File: src/rtl/riscv_ctrl_pkg.sv
// riscv_ctrl_pkg: opcodes, FSM states, ALU ops and datapath select encodings for the multi-cycle RV32I controller
package riscv_ctrl_pkg;
  localparam logic [6:0] OPC_R      = 7'b0110011;
  localparam logic [6:0] OPC_I      = 7'b0010011;
  localparam logic [6:0] OPC_LOAD   = 7'b0000011;
  localparam logic [6:0] OPC_STORE  = 7'b0100011;
  localparam logic [6:0] OPC_BRANCH = 7'b1100011;
  localparam logic [6:0] OPC_JAL    = 7'b1101111;
  localparam logic [6:0] OPC_JALR   = 7'b1100111;
  localparam logic [6:0] OPC_LUI    = 7'b0110111;
  localparam logic [6:0] OPC_AUIPC  = 7'b0010111;
  typedef enum logic [2:0] {S_FETCH, S_DECODE, S_EXEC, S_MEM, S_WB, S_TRAP} state_e;
  typedef enum logic [3:0] {
    ALU_ADD, ALU_SUB, ALU_SLL, ALU_SLT, ALU_SLTU, ALU_XOR, ALU_SRL, ALU_SRA, ALU_OR, ALU_AND
  } alu_op_e;
  typedef enum logic [3:0] {
    C_R, C_I, C_LOAD, C_STORE, C_BRANCH, C_JAL, C_JALR, C_LUI, C_AUIPC, C_BAD
  } op_class_e;
  localparam logic [1:0] PC_PLUS4 = 2'd0;
  localparam logic [1:0] PC_IMM   = 2'd1;
  localparam logic [1:0] PC_ALU   = 2'd2;
  localparam logic [1:0] WB_ALU   = 2'd0;
  localparam logic [1:0] WB_MEM   = 2'd1;
  localparam logic [1:0] WB_PC4   = 2'd2;
  localparam logic [1:0] WB_IMM   = 2'd3;
  localparam logic A_RS1 = 1'b0;
  localparam logic A_PC  = 1'b1;
  localparam logic B_RS2 = 1'b0;
  localparam logic B_IMM = 1'b1;
  function automatic op_class_e op_class(input logic [6:0] opcode);
    case (opcode)
      OPC_R:      op_class = C_R;
      OPC_I:      op_class = C_I;
      OPC_LOAD:   op_class = C_LOAD;
      OPC_STORE:  op_class = C_STORE;
      OPC_BRANCH: op_class = C_BRANCH;
      OPC_JAL:    op_class = C_JAL;
      OPC_JALR:   op_class = C_JALR;
      OPC_LUI:    op_class = C_LUI;
      OPC_AUIPC:  op_class = C_AUIPC;
      default:    op_class = C_BAD;
    endcase
  endfunction
  function automatic logic legal(input op_class_e cls, input logic [2:0] funct3);
    legal = cls == C_BAD    ? 1'b0 :
            cls == C_BRANCH ? funct3[2:1] != 2'b01 :
            cls == C_LOAD   ? !(funct3 == 3'b011 || funct3[2:1] == 2'b11) :
            cls == C_STORE  ? funct3 <= 3'd2 :
            cls == C_JALR   ? funct3 == 3'd0 : 1'b1;
  endfunction
endpackage

File: src/rtl/alu_decoder.sv
// alu_decoder: maps instruction class, funct3 and funct7_5 to the ALU operation
module alu_decoder
  import riscv_ctrl_pkg::*;
(
  input  op_class_e  cls,
  input  logic [2:0] funct3,
  input  logic       funct7_5,
  output alu_op_e    alu_ctrl
);
  always_comb begin
    alu_ctrl = ALU_ADD;
    if (cls == C_R || cls == C_I)
      case (funct3)
        3'b000: alu_ctrl = (cls == C_R && funct7_5) ? ALU_SUB : ALU_ADD;
        3'b001: alu_ctrl = ALU_SLL;
        3'b010: alu_ctrl = ALU_SLT;
        3'b011: alu_ctrl = ALU_SLTU;
        3'b100: alu_ctrl = ALU_XOR;
        3'b101: alu_ctrl = funct7_5 ? ALU_SRA : ALU_SRL;
        3'b110: alu_ctrl = ALU_OR;
        3'b111: alu_ctrl = ALU_AND;
      endcase
  end
endmodule

File: src/rtl/multicycle_control_unit.sv
// multicycle_control_unit: FETCH/DECODE/EXEC/MEM/WB sequencer for the multi-cycle RV32I datapath,
// with sticky illegal-instruction trap and retired-instruction counter
module multicycle_control_unit
  import riscv_ctrl_pkg::*;
(
  input  logic        clk,
  input  logic        rst_n,
  input  logic [6:0]  opcode,
  input  logic [2:0]  funct3,
  input  logic        funct7_5,
  input  logic        alu_zero,
  input  logic        alu_lt,
  input  logic        alu_ltu,
  input  logic        mem_ready,
  output logic        mem_req,
  output logic        mem_we,
  output logic        ir_we,
  output logic        pc_we,
  output logic [1:0]  pc_src,
  output logic        reg_we,
  output logic [1:0]  wb_sel,
  output logic        alu_a_sel,
  output logic        alu_b_sel,
  output alu_op_e     alu_ctrl,
  output logic        illegal,
  output logic [31:0] instret
);
  state_e      state_q, state_d;
  logic        illegal_q, illegal_d;
  logic [31:0] instret_q, instret_d;
  op_class_e   cls;
  alu_op_e     alu_dec;
  logic        taken, retire;
  assign cls = op_class(opcode);
  assign taken = funct3[0] ^ (funct3[2] ? (funct3[1] ? alu_ltu : alu_lt) : alu_zero);
  alu_decoder u_alu_decoder (
    .cls      (cls),
    .funct3   (funct3),
    .funct7_5 (funct7_5),
    .alu_ctrl (alu_dec)
  );
  always_comb begin
    state_d   = state_q;
    retire    = 1'b0;
    mem_req   = 1'b0;
    mem_we    = 1'b0;
    ir_we     = 1'b0;
    pc_we     = 1'b0;
    pc_src    = PC_PLUS4;
    reg_we    = 1'b0;
    wb_sel    = WB_ALU;
    alu_a_sel = A_RS1;
    alu_b_sel = B_RS2;
    alu_ctrl  = ALU_ADD;
    // ALU setup is held through MEM and WB so address/result stay valid on the combinational datapath
    if (state_q == S_EXEC || state_q == S_MEM || state_q == S_WB) begin
      alu_ctrl  = alu_dec;
      alu_a_sel = cls == C_AUIPC ? A_PC : A_RS1;
      alu_b_sel = (cls inside {C_I, C_LOAD, C_STORE, C_JALR, C_AUIPC}) ? B_IMM : B_RS2;
    end
    case (state_q)
      S_FETCH: begin
        mem_req = rst_n;
        ir_we   = rst_n & mem_ready;
        state_d = mem_ready ? S_DECODE : S_FETCH;
      end
      S_DECODE: state_d = legal(cls, funct3) ? S_EXEC : S_TRAP;
      S_EXEC: begin
        pc_we   = cls == C_BRANCH;
        pc_src  = (cls == C_BRANCH && taken) ? PC_IMM : PC_PLUS4;
        retire  = cls == C_BRANCH;
        state_d = cls == C_BRANCH ? S_FETCH : (cls == C_LOAD || cls == C_STORE) ? S_MEM : S_WB;
      end
      S_MEM: begin
        mem_req = 1'b1;
        mem_we  = cls == C_STORE;
        pc_we   = mem_ready && cls == C_STORE;
        retire  = mem_ready && cls == C_STORE;
        state_d = !mem_ready ? S_MEM : cls == C_STORE ? S_FETCH : S_WB;
      end
      S_WB: begin
        reg_we  = 1'b1;
        pc_we   = 1'b1;
        retire  = 1'b1;
        wb_sel  = cls == C_LOAD ? WB_MEM : (cls == C_JAL || cls == C_JALR) ? WB_PC4 :
                  cls == C_LUI ? WB_IMM : WB_ALU;
        pc_src  = cls == C_JAL ? PC_IMM : cls == C_JALR ? PC_ALU : PC_PLUS4;
        state_d = S_FETCH;
      end
      default: state_d = S_TRAP;
    endcase
    illegal_d = illegal_q | (state_q == S_DECODE && !legal(cls, funct3));
    instret_d = instret_q + {31'b0, retire};
  end
  always_ff @(posedge clk or negedge rst_n)
    if (!rst_n) begin
      state_q   <= S_FETCH;
      illegal_q <= 1'b0;
      instret_q <= '0;
    end else begin
      state_q   <= state_d;
      illegal_q <= illegal_d;
      instret_q <= instret_d;
    end
  assign illegal = illegal_q;
  assign instret = instret_q;
endmodule

File: config.mk
export PLATFORM = sky130hd
export DESIGN_NAME = multicycle_control_unit
export DESIGN_NICKNAME = d
export VERILOG_FILES = /design/src/rtl/riscv_ctrl_pkg.sv /design/src/rtl/alu_decoder.sv /design/src/rtl/multicycle_control_unit.sv
export SDC_FILE = /design/constraint.sdc
export NUM_CORES = 1
export LEC_CHECK = 0
export BUFFER_PORTS_ARGS = -buffer_cell sky130_fd_sc_hd__buf_2
export CORE_AREA = 2 2 65 67
export CTS_CLUSTER_DIAMETER = 30
export DETAILED_ROUTE_END_ITERATION = 7
export DIE_AREA = 0 0 67 69
export PLACE_DENSITY = 0.94
export SYNTH_ARGS = -nofsm -noshare
export SYNTH_HDL_FRONTEND = slang
export SYNTH_SLANG_ARGS = --single-unit
File: constraint.sdc
create_clock -name clk -period 3.5 [get_ports clk]
set_input_delay 0.175 -clock clk [delete_from_list [all_inputs] [get_ports clk]]
set_output_delay 0.175 -clock clk [all_outputs]
set_load 0.005 [all_outputs]
# After elaboration in Yosys (flattened, before gate mapping)
# Cells that the tools add are included.
dict set report classes {
  n_mux 37
  n_addsub 1
  n_bitwise 3
  eq_ne 31
  magnitude_cmp 1
  n_reduce_logical 16
}
# operator count
set ops {}
lappend ops {{case mux 4 bit (9 select lines)} 1}
lappend ops {{adder 32 x 1 -> 32 bit} 1}
lappend ops {{case mux 4 bit (8 select lines)} 1}
lappend ops {{== test 7 x 6 -> 1 bit (second input constant)} 3}
lappend ops {{== test 7 bit (second input constant)} 3}
lappend ops {{two-way mux 1 bit} 18}
lappend ops {{== test 4 x 3 -> 1 bit (second input constant)} 4}
lappend ops {{== test 3 bit (second input constant)} 5}
lappend ops {{two-way mux 3 bit} 5}
lappend ops {{case mux 3 bit (5 select lines)} 1}
lappend ops {{== test 7 x 5 -> 1 bit (second input constant)} 2}
lappend ops {{== test 3 x 2 -> 1 bit (second input constant)} 4}
lappend ops {{two-way mux 2 bit} 6}
lappend ops {{== test 4 x 2 -> 1 bit (second input constant)} 2}
lappend ops {{== test 4 bit (second input constant)} 2}
lappend ops {{two-way mux 4 bit} 2}
lappend ops {{== test 7 x 2 -> 1 bit (second input constant)} 1}
lappend ops {{== test 3 x 1 -> 1 bit (second input constant)} 2}
lappend ops {{logical NOT 3 bit} 2}
lappend ops {{logical OR 1 bit} 6}
lappend ops {{nonzero test 5 bit} 1}
lappend ops {{== test 4 x 1 -> 1 bit (second input constant)} 1}
lappend ops {{logical AND 1 bit} 4}
lappend ops {{logical NOT 4 bit} 1}
lappend ops {{10 further kinds} 11}
dict set report totals {
  wordCells 92
  ff_bits 36
  input_bits 17
}

# Logic depth before layout (Yosys ltp)
# Gate-level depths: netlist of the first run.
dict set report logic_depth {
  word_depth 11
  depth_mapped 12
}

# Modules after synthesis
# A second synthesis of the first run with hierarchy kept.
dict set report hier_totals {
  cells_unflattened 246
  area_unflattened_um2 2208.4
}
# module area_per_inst_um2 cells_per_inst instances
set modules_own_cells {}
lappend modules_own_cells {multicycle_control_unit 2109.5 231 1}
lappend modules_own_cells {alu_decoder 98.8 15 1}

# Worst setup path before layout of the first run
# Ideal clock, no wire load.
dict set report synth_timing {
  kind {input port to flip-flop}
  from {input port opcode[2]}
  to {register instret_q[30], in the netlist instret[30]}
  arrival_ps 2519
  path_buffers 1
  slack_ps 901
  stages 12
  setup_time_ps 80
  path_cell_list {clkbuf_1 -> nor3_1 -> nand2_1 -> o22a_1 -> o21ai_0 -> ha_1 -> ha_1 -> nand4_1 -> nor2_1 -> nand3_1 -> nor3_1 -> xnor2_1}
}
dict set report synth_between {
  elab_chain_len 6
  elab_cells_between_ends 15
}
# element line
set synth_rtl {}
lappend synth_rtl {{start, declared} multicycle_control_unit.sv:8} ;# input logic [6:0] opcode,
lappend synth_rtl {{== test 7 x 5 -> 1 bit, or another cell as far along} riscv_ctrl_pkg.sv:31} ;# case (opcode)
lappend synth_rtl {{case mux 4 bit (9 select lines) *} riscv_ctrl_pkg.sv:31}
lappend synth_rtl {{== test 4 x 2 -> 1 bit} n/a}
lappend synth_rtl {{logical AND 1 bit} n/a}
lappend synth_rtl {{case mux 1 bit (3 select lines) *} n/a}
lappend synth_rtl {{via pc_we} multicycle_control_unit.sv:18} ;# output logic pc_we,
lappend synth_rtl {{adder 32 x 1 -> 32 bit *} multicycle_control_unit.sv:93} ;# instret_d = instret_q + {31'b0, retire};
lappend synth_rtl {{via instret_d[30]} multicycle_control_unit.sv:30} ;# logic [31:0] instret_q, instret_d;
lappend synth_rtl {{end signal, assigned} multicycle_control_unit.sv:103} ;# instret_q <= instret_d;
lappend synth_rtl {{end, declared} multicycle_control_unit.sv:30}
# Mark *: on every way through the listed nets, which the timed path passes. The rest lies on a longest branch.

# Final worst setup path of the first run
dict set report layout_timing {
  from {input port opcode[5]}
  to {register instret_q[30], in the netlist instret[30]}
}
dict set report layout_between {
  elab_chain_len 6
  elab_cells_between_ends 15
}
# element line
set layout_rtl {}
lappend layout_rtl {{== test 7 x 5 -> 1 bit, or another cell as far along} riscv_ctrl_pkg.sv:31}
lappend layout_rtl {{case mux 4 bit (9 select lines) *} riscv_ctrl_pkg.sv:31}
lappend layout_rtl {{== test 4 x 2 -> 1 bit} multicycle_control_unit.sv:78} ;# retire = mem_ready && cls == C_STORE;
lappend layout_rtl {{logical AND 1 bit} multicycle_control_unit.sv:78}
lappend layout_rtl {{case mux 1 bit (3 select lines) *} multicycle_control_unit.sv:61} ;# case (state_q)
lappend layout_rtl {{adder 32 x 1 -> 32 bit *} multicycle_control_unit.sv:93}
lappend layout_rtl {{via instret_d[30]} multicycle_control_unit.sv:30}
# Marked as above.

==> out/results.ini, run 1 <==
[sta]
fin_crit_ns = 2.772
skew_ns = 0.002411
worstMarginPinSlew_ns = 0.7998
setup_viol = 0
rsz0062_at_grt = false
relSlewSlack_pct = 46.68
timing.final.hold_violations = 0
fmax_mhz = 360.7
post-route-period-util_pct = 79.21
drv_slew = 0
tns_ns = 0
whs_ns = 0.1949

[grt]
grt_pass1_vias = 1754
antenna_found_initial = 0
grt_overflow = 0
grt_pass1_wl_mm = 7.859
grt_use_total_pct = 21.84
grt_start_max_net_pins = 38

[logic_synthesis]
synth_area_leader_cell = dfrtp_1
ys_types = 43
postSynthAreaPerCell_sq_um = 9.317
synth.most_common_cell = dfrtp_1
synth_top_cells_by_area = dfrtp_1 (43%), xnor2_1 (8.4%), xor2_1 (4.6%)
yosysWarnings = 0
syn-cell-area_sq_um = 2087
synth-edff-count = 0
yosys-top-cells-count = dfrtp_1 (36), xnor2_1 (20), nand2_1 (18), nand3_1 (18), nor2_1 (16)
yosysTopAreaCellShare_pct = 43.17
async_reset_ff_share_pct = 100.0
synth_cells = 224
syn_nets = 243
yosysSeqAreaShare_pct = 43.17
yosys_register_bits = 36
ys.flop_type = dfrtp_1

[place]
place_congestion = 0.9361
hpwl_mm = 3.620
io_buffers = 64
dpl.cell_count = 330

[die]
io_pins = 65
start_util_pct = 53.32
core_sq_um = 3914
die_area_sq_um = 4623
die_y_microns = 69
fp-row-count = 23
die_w_microns = 67

[layout]
fin_cells = 339
drive_above_1_share_pct = 25.61
finish.net_count = 307
final_core_util_pct = 64.87
diodes = 0
syn_to_final_growth_pct = 21.64

[worst_setup_path]
critPathCaptureType = register
cpPeakStageDelay_ns = 0.36
path_delay_family = simple AND/OR/NAND/NOR gates
arrival_ns = 2.99
path_buf_inv = 1
critical_path_class = in -> reg
required_ns = 3.71
cpMaxStageDelayCell = nor3_1
cp_max_fo = 11
start_kind = input pin
path_cells = buf_2, nand3_1, nor3_1, nand2_1, o22a_1, o21ai_0, ha_1, ha_1, nand4_1, nor2_1, nand3_1, nor3_1, xnor2_1

[power]
power_density_nw_per_um2 = 402.9
peakVddDrop_v = 0.0001877
p_leak_uw = 0.001305

[cts]
clock-sinks = 36
insertion_delay_ns = 0.29
cts_buffer_depth = 2
ctsResizeCount = 0
root_buffer = clkbuf_8
htree_num_levels = 2
clkSlewWorstSetupHoldPaths_ns = 0.07
cts_tree = done
cts_made_buffers = 5

[detailed_routing]
drt_iter0_drc = 149
dr_total_vias = 1926
routed_via_density = 5.681
ant_nets = 0
wl_mm = 4.870
drt-wirelength-per-cell_microns = 14.37
dr.pass1.iters = 4
drc = 0

[min_path]
holdCritPathClass = in -> reg

[flow_run]
max_cap_violations = 0

[status]
status = complete, no violations

-- layer usage --
layer | GRT usage [%] | share of wire [%]
met5 | 0 | 0
met1 | 28.98 | 43
met4 | 9.070 | 2.2
met2 | 32.78 | 48
met3 | 6.688 | 7.0
-- cell usage in the layout (no fill, tap or decap), drive strengths merged, types with 6 or more instances in the layout --
| cell type | synthesis | routed |
|---|---|---|
| nor2 | 16 | 16 |
| dfrtp | 36 | 36 |
| nor3 | 9 | 9 |
| xnor2 | 20 | 20 |
| and3 | 6 | 6 |
| xor2 | 11 | 11 |
| clkbuf | 7 | 8 |
| a21oi | 8 | 8 |
| nand3 | 18 | 18 |
| inv | 6 | 6 |
| nand2 | 18 | 18 |
| buf | 1 | 64 |
| o21ai | 7 | 7 |
| nand4 | 9 | 9 |
| nor2b | 9 | 9 |
-- logic make-up after synthesis --
family,Yosys count,share of synthesized area [%]
AO/OA/AOI/OAI,35,11.51
XOR/XNOR,31,13.01
adder cells (fa/ha/maj),2,1.199
buffers and inverters,14,2.578
flip-flops,36,43.17
multiplexers,2,0.9593
AND/OR/NAND/NOR,104,27.58
-- report_power, final --
group          leakage, uW  switching, uW  internal, uW
Clock            0.0000455            145           160
Sequential        0.000471           62.4           456
Combinational     0.000788            108          91.3
Total              0.00130            315           707
-- metrics by stage --
step	power [uW]	worst slack, ns	area [sq um]
5_1_grt	1092	0.4348	2539
4_1_cts	1032	0.7771	2539
6_report	1023	0.7276	2539
2_1_floorplan	627.6	0.9007	2087
3_3_place_gp	716.0	0.6840	2439
3_5_place_dp	725.7	0.4855	2439
-- sequential cells by signal, summed over array words and instances (netlist names) --
name     flops
state_q      3
illegal      1
instret     32
-- worst reg2reg max path: stages (launching register included) --
cell	delay [ns]
dfrtp_1	0.51
nand2_1	0.15
o22a_1	0.22
o21ai_0	0.19
ha_1	0.25
ha_1	0.22
nand4_1	0.16
nor2_1	0.27
nand3_1	0.22
nor3_1	0.31
xnor2_1	0.16
-- area by class of cell --
| cell class | instances | area, sq um |
|---|---|---|
| timing repair buffer | 65 | 330.3 |
| sequential | 36 | 900.9 |
| fill | 310 | 1375 |
| tap | 50 | 62.56 |
| clock buffer | 8 | 90.09 |
| multi-input combinational | 174 | 1132 |
| inverter | 6 | 22.52 |
-- final timing paths --
path	endpoint	slack [ns]	from	cells after the start
setup reg to reg	instret[30]	0.77	state_q[0]	10
setup / recovery	instret[30]	0.73	opcode[5]	13
hold / removal	state_q[0]	0.19	mem_ready	3
min in group asynchronous	instret[8]	0.52	rst_n	2
hold reg to reg	instret[31]	0.47	instret[31]	1
max in group asynchronous	instret[21]	2.48	rst_n	2
-- what timing repair did --
item,in CTS,in global routing
hold buffers,1,0
setup buffers,0,0
hold endpoints to repair,36,0
Power figures use the tool's default switching activity.
==> run 2: changes to the inputs <==
--- a/config.mk
+++ b/config.mk
@@ -5,12 +5,13 @@
 export SDC_FILE = /design/constraint.sdc
 export NUM_CORES = 1
 export LEC_CHECK = 0
+export ABC_AREA = 1
 export BUFFER_PORTS_ARGS = -buffer_cell sky130_fd_sc_hd__buf_2
-export CORE_AREA = 2 2 65 67
+export CORE_AREA = 2 2 74 76
 export CTS_CLUSTER_DIAMETER = 30
 export DETAILED_ROUTE_END_ITERATION = 7
-export DIE_AREA = 0 0 67 69
-export PLACE_DENSITY = 0.94
+export DIE_AREA = 0 0 76 78
+export PLACE_DENSITY = 0.87
 export SYNTH_ARGS = -nofsm -noshare
 export SYNTH_HDL_FRONTEND = slang
 export SYNTH_SLANG_ARGS = --single-unit
==> constraint.sdc (replaced) <==
create_clock -name clk -period 2.45 [get_ports clk]
set_input_delay 0.1225 -clock clk [delete_from_list [all_inputs] [get_ports clk]]
set_output_delay 0.1225 -clock clk [all_outputs]
set_load 0.005 [all_outputs]
==> run 2 against run 1 <==
Compared with the run above:
- hold slack improved by 0.091 ns
- core utilization fell by 5.6 points
- synthesized area rose by 16%
==> out/results.ini, run 2 <==
[grt]
grt_pass1_vias = 2287
grt_start_max_net_pins = 37
grt_overflow = 0
grt_pass1_wl_mm = 10.18
grt_use_total_pct = 21.30
antenna_found_initial = 0

[cts]
htree_num_levels = 2
cts.repair_timing.setup_buffer_count = 0
cts_tree = done
cts_made_buffers = 5
root_buffer = clkbuf_8
cts_buffer_depth = 2
insertion_delay_ns = 0.29
clock-sinks = 36
clkSlewWorstSetupHoldPaths_ns = 0.07

[layout]
fill_cells = 444
layout_commonest_cell = nand2_1
fin_cells = 476
syn_to_final_growth_pct = 23.59
largest_reg_flops = 32
drive_above_1_share_pct = 26.35
multi_input_area_sq_um = 1353
diodes = 0
final_cell_mix = nand2_1 (74), buf_2 (64), inv_1 (46), nor2_1 (40), dfrtp_1 (36)
seq_area_sq_um = 900.9
finish.net_count = 424

[logic_synthesis]
yosysTopAreaCellShare_pct = 37.25
yosys.area_share.simple_pct = 40.40
yosys_register_bits = 36
synth_cells = 329
synth_compound_area_share_pct = 4.449
synth_xor_area_share_pct = 9.415
synth.most_common_cell = nand2_1
yosys-top-cells-count = nand2_1 (74), inv_1 (47), nor2_1 (42), dfrtp_1 (36), nand3_1 (22)
synth_top_cells_by_area = dfrtp_1 (37%), nand2_1 (11%), inv_1 (7.3%)
syn_nets = 348
synth_top_family_by_area = simple AND/OR/NAND/NOR gates
yosysSeqAreaShare_pct = 37.25
synth_fa_ha_area_share_pct = 1.035
synth_area_leader_cell = dfrtp_1
synth-edff-count = 0
muxShareOfSynthArea_pct = 0
postSynthAreaPerCell_sq_um = 7.351
async_reset_ff_share_pct = 100.0
ys.flop_type = dfrtp_1
syn-cell-area_sq_um = 2419
ys_types = 33
yosysWarnings = 0

[detailed_routing]
routed_via_density = 5.141
drt_iter0_drc = 156
ant_nets = 0
dr_total_vias = 2447
drc = 0
drt-wirelength-per-cell_microns = 13.08
wl_mm = 6.227
dr.pass1.iters = 4

[sta]
whs_ns = 0.2863
setup_viol = 0
rsz0062_at_grt = true
timing.final.hold_violations = 0
fin_crit_ns = 2.281
worstMarginPinSlew_ns = 0.4314
relSlewSlack_pct = 71.24
tns_ns = 0
post-route-period-util_pct = 93.11
fmax_mhz = 438.4
skew_ns = 0.008166
drv_slew = 0

[worst_setup_path]
cp_max_fo = 7
critPathCaptureType = register
required_ns = 2.63
worst_r2r_path_depth = 13
arrival_ns = 2.46
r2r-start = state_q[2]
start_kind = register
rr_endpoint = instret[20]
critical_path_class = reg -> reg
ff2ff_setup_slack_ns = 0.17

[flow_run]
max_cap_violations = 0

[power]
p_leak_uw = 0.001598
power_density_nw_per_um2 = 558.2
peakVddDrop_v = 0.0002825

[die]
die_y_microns = 78
die_area_sq_um = 5928
io_pins = 65
core_sq_um = 5042
die_w_microns = 76
start_util_pct = 47.97
fp-row-count = 26

[place]
io_buffers = 64
hpwl_mm = 4.849
place_congestion = 0.9859
dpl.cell_count = 467

[status]
status = complete, no violations

[min_path]
hp-start = funct3[2]
holdCritPathClass = in -> reg
holdPathEnd = state_q[1]
min_path_cells = 5

[run 2: cell types whose count changed after synthesis, moves of 8 or more]
cell	before	now
xor2_1	11	19
nor2b_1	9	0
xnor2_1	20	7
nand2_1	18	74
nor2_1	16	42
inv_1	6	47
nor3_1	8	20
[run 2: cells by family after synthesis]
group           Yosys count
flops                    36
compound gates           18
buf+inv                  48
xor+xnor                 26
fa+ha+maj                 2
simple gates            199
[run 2: metrics by stage]
stage                     power [uW]  worst slack, ns  util (%)  cell area [sq um]
after global placement          1140           0.1901     56.65               2856
after detailed placement        1156          0.06465     56.65               2856
after CTS                       1671          0.02149     58.98               2974
final                           1668           0.1688     59.28               2989
after global routing            1764         -0.05035     59.28               2989
after floorplan                972.1           0.2244         -               2419
[run 2: per-layer routing]
metal	up-vias	GRT usage, %	part of all wire [%]
met5	-	0	0
met4	0	9.818	3.2
met3	21	4.186	5.9
met2	103	37.95	49
met1	1119	24.80	42
li1	1204	-	-
[run 2: what timing repair did]
action,4_1_cts,5_1_grt
endpoints found under the setup margin,0,9
hold buffers,1,0
resized for setup,0,5
endpoints found under the hold margin,36,0
[run 2: area by class of cell]
class                      instances  area share [%]
clock inverter                     2           1.172
inverter                          48           6.028
tap                               70           2.930
clock buffer                       6           2.428
timing repair buffer              69           12.06
multi-input combinational        245           45.25
sequential                        36           30.14
[run 2: worst max-delay path by stage]
stage	start	end	cells after the start
after detailed placement	state_q[2]	instret[20]	11
after floorplan	state_q[2]	instret[20]	11
after global placement	state_q[2]	instret[20]	11
after CTS	state_q[2]	instret[30]	10
after global routing	state_q[2]	instret[20]	13
final	state_q[2]	instret[20]	13
[run 2: worst max-delay path: stages (launching register included)]
cell and delay (ns):
dfrtp_1 0.40, inv_2 0.12, nand3_1 0.12, nor2_2 0.15, nor2_1 0.06, o31ai_2 0.07
ha_1 0.21, ha_1 0.18, and3_2 0.24, nand3_4 0.11, nor2_2 0.13, nand3_1 0.14
o21ai_1 0.16, nand2_1 0.06
[run 2: report_power, final]
group / switching, uW / internal, uW / total, uW / leakage (uW)
Combinational: 254 / 172 / 426 / 0.00109
Clock: 204 / 302 / 505 / 0.0000552
Sequential: 77.6 / 660 / 737 / 0.000458
Total: 535 / 1130 / 1670 / 0.00160
==> run 3: changes to the inputs <==
--- a/config.mk
+++ b/config.mk
@@ -7,11 +7,14 @@
 export LEC_CHECK = 0
 export ABC_AREA = 1
 export BUFFER_PORTS_ARGS = -buffer_cell sky130_fd_sc_hd__buf_2
-export CORE_AREA = 2 2 74 76
+export CELL_PAD_IN_SITES_DETAIL_PLACEMENT = 1
+export CELL_PAD_IN_SITES_GLOBAL_PLACEMENT = 2
+export CORE_AREA = 2 2 100 102
 export CTS_CLUSTER_DIAMETER = 30
 export DETAILED_ROUTE_END_ITERATION = 7
-export DIE_AREA = 0 0 76 78
-export PLACE_DENSITY = 0.87
+export DIE_AREA = 0 0 102 104
+export GPL_ROUTABILITY_DRIVEN = 0
+export PLACE_DENSITY = 0.85
 export SYNTH_ARGS = -nofsm -noshare
 export SYNTH_HDL_FRONTEND = slang
 export SYNTH_SLANG_ARGS = --single-unit
==> run 3 against run 2 <==
Compared with the run above:
- global-route usage shrank 6.6 points
- first-iteration DRC count is 46% lower
- largest power group unchanged
- design area rose by 3.3%
- worst setup slack worse by 0.023 ns
- die area increased by 79%
- fmax down 0.98%
- flip-flop and latch count stayed put
- cell count up 14%
- core utilization fell by 27 points
- sequential share of layout area shrank 0.98 points
- sequential power about the same
- hold slack better by 0.010 ns
==> out/results.ini, run 3 (synthesized netlist as in run 2, its figures left out) <==
[power]
peakVddDrop_v = 0.0001466
power_density_nw_per_um2 = 526.9
p_leak_uw = 0.001601

[cts]
cts_buffer_depth = 2
clock-sinks = 36
clkSlewWorstSetupHoldPaths_ns = 0.07
root_buffer = clkbuf_8
cts_made_buffers = 5
insertion_delay_ns = 0.28
htree_num_levels = 2
cts_tree = done

[worst_setup_path]
cp_max_fo = 5
cp_common_cell = nor2_1
path_buf_inv = 1
arrival_ns = 2.53
cpPeakStageDelay_ns = 0.41
r2r-start = state_q[0]
crit_start = state_q[0]
critical_path_class = reg -> reg
critPathCaptureType = register
cpMaxStageDelayCell = dfrtp_1
path_delay_family = simple AND/OR/NAND/NOR gates
path_cells = inv_1, nand3_1, nor2_1, nor2_1, o31ai_4, ha_1, ha_1, and3_2, nand3_4, nor2_2, nand3_2, nor2_1, nand2_1, nand2_1
start_kind = register
required_ns = 2.68

[sta]
fmax_mhz = 434.1
worstMarginPinSlew_ns = 0.4670
post-route-period-util_pct = 94.03
whs_ns = 0.2964
skew_ns = 0.003873
drv_slew = 0
rsz0062_at_grt = true
fin_ws_ns = 0.1462
setup_viol = 0
timing.final.hold_violations = 0
relSlewSlack_pct = 68.87
fin_crit_ns = 2.304

[place]
io_buffers = 64
dp_slack_ns = 0.03245
hpwl_mm = 6.260
dpl.cell_count = 532
placed_cell_area_sq_um = 2950

[layout]
finish.net_count = 426
final_area_sq_um = 3089
drive_above_1_share_pct = 26.96
fin_cells = 541
diodes = 0
seq_area_sq_um = 900.9
layout_commonest_cell = nand2_1
multi_input_area_sq_um = 1376
fill_cells = 1236
largest_reg_flops = 32
syn_to_final_growth_pct = 27.73
final_core_util_pct = 32.35
final_cell_mix = nand2_1 (74), buf_2 (64), inv_1 (47), nor2_1 (40), dfrtp_1 (36)

[die]
io_pins = 65
start_util_pct = 25.33
die_area_sq_um = 10610
fp-row-count = 36
die_w_microns = 102
core_sq_um = 9549
die_y_microns = 104

[detailed_routing]
routed_via_density = 4.542
drt_iter0_drc = 85
wl_mm = 7.497
dr.pass1.iters = 4
drt-wirelength-per-cell_microns = 13.86
drc = 0
dr_total_vias = 2457
ant_nets = 0

[grt]
grt_pass1_vias = 2616
grt_pass1_wl_mm = 12.49
grt_overflow = 0
grt_use_total_pct = 14.65
antenna_found_initial = 0
grt_start_max_net_pins = 37

[flow_run]
max_cap_violations = 0

[min_path]
holdCritPathClass = in -> reg
hp-start = funct3[2]

[status]
status = complete, no violations

==> run 3: layout make-up <==
class                   instances  share of cell area [%]
flip-flops and latches         36                   29.16
clock buffers                   8                   2.916
inverters                      48                   5.832
well taps                     133                   5.387
multi-input cells             245                   44.55
repair buffers                 71                   12.15
==> run 3: final timing paths <==
check                      cells past startpoint  slack, ns          end
min reg2reg                                    2       0.46      illegal
min                                            5       0.30   state_q[1]
max reg2reg                                   14       0.15  instret[20]
max                                           14       0.15  instret[20]
max in group asynchronous                      3       1.64  instret[27]
min in group asynchronous                      3       0.47  instret[15]
==> run 3: what timing repair did <==
| action | CTS | global route |
|---|---|---|
| setup buffers | 0 | 0 |
| hold endpoints to repair | 36 | 0 |
| hold buffers | 1 | 0 |
| endpoints found under the setup margin | 0 | 12 |
| gates resized for setup | 0 | 8 |
==> run 3: layer usage <==
layer  wire length [microns]  up-vias  share of wire [%]  GRT usage, %
met5                       0        -                  0             0
met4                     123        0                1.6         3.333
met3                     334       14                4.5         2.419
met2                    3729       71                 50         26.22
met1                    3309     1164                 44         18.11
li1                        -     1208                  -             -
==> run 3: power breakdown <==
part           leakage [uW]  switching (uW)  internal, uW
Sequential         0.000458            76.4           659
Combinational       0.00110             269           184
Clock             0.0000455             209           230
==> run 3: through the flow <==
stage	power (uW)	TNS [ns]
floorplan	972.1	0
global placement	1176	0
detailed placement	1187	0
CTS	1631	0
global route	1742	-0.05157
finish	1628	0
==> run 3: worst reg2reg max path, cell delays in order (launching register included) <==
cell and delay, ns:
dfrtp_1 0.41, inv_1 0.10, nand3_1 0.10, nor2_1 0.16, nor2_1 0.09, o31ai_4 0.07, ha_1 0.21, ha_1 0.18
and3_2 0.26, nand3_4 0.12, nor2_2 0.17, nand3_2 0.12, nor2_1 0.13, nand2_1 0.08, nand2_1 0.07
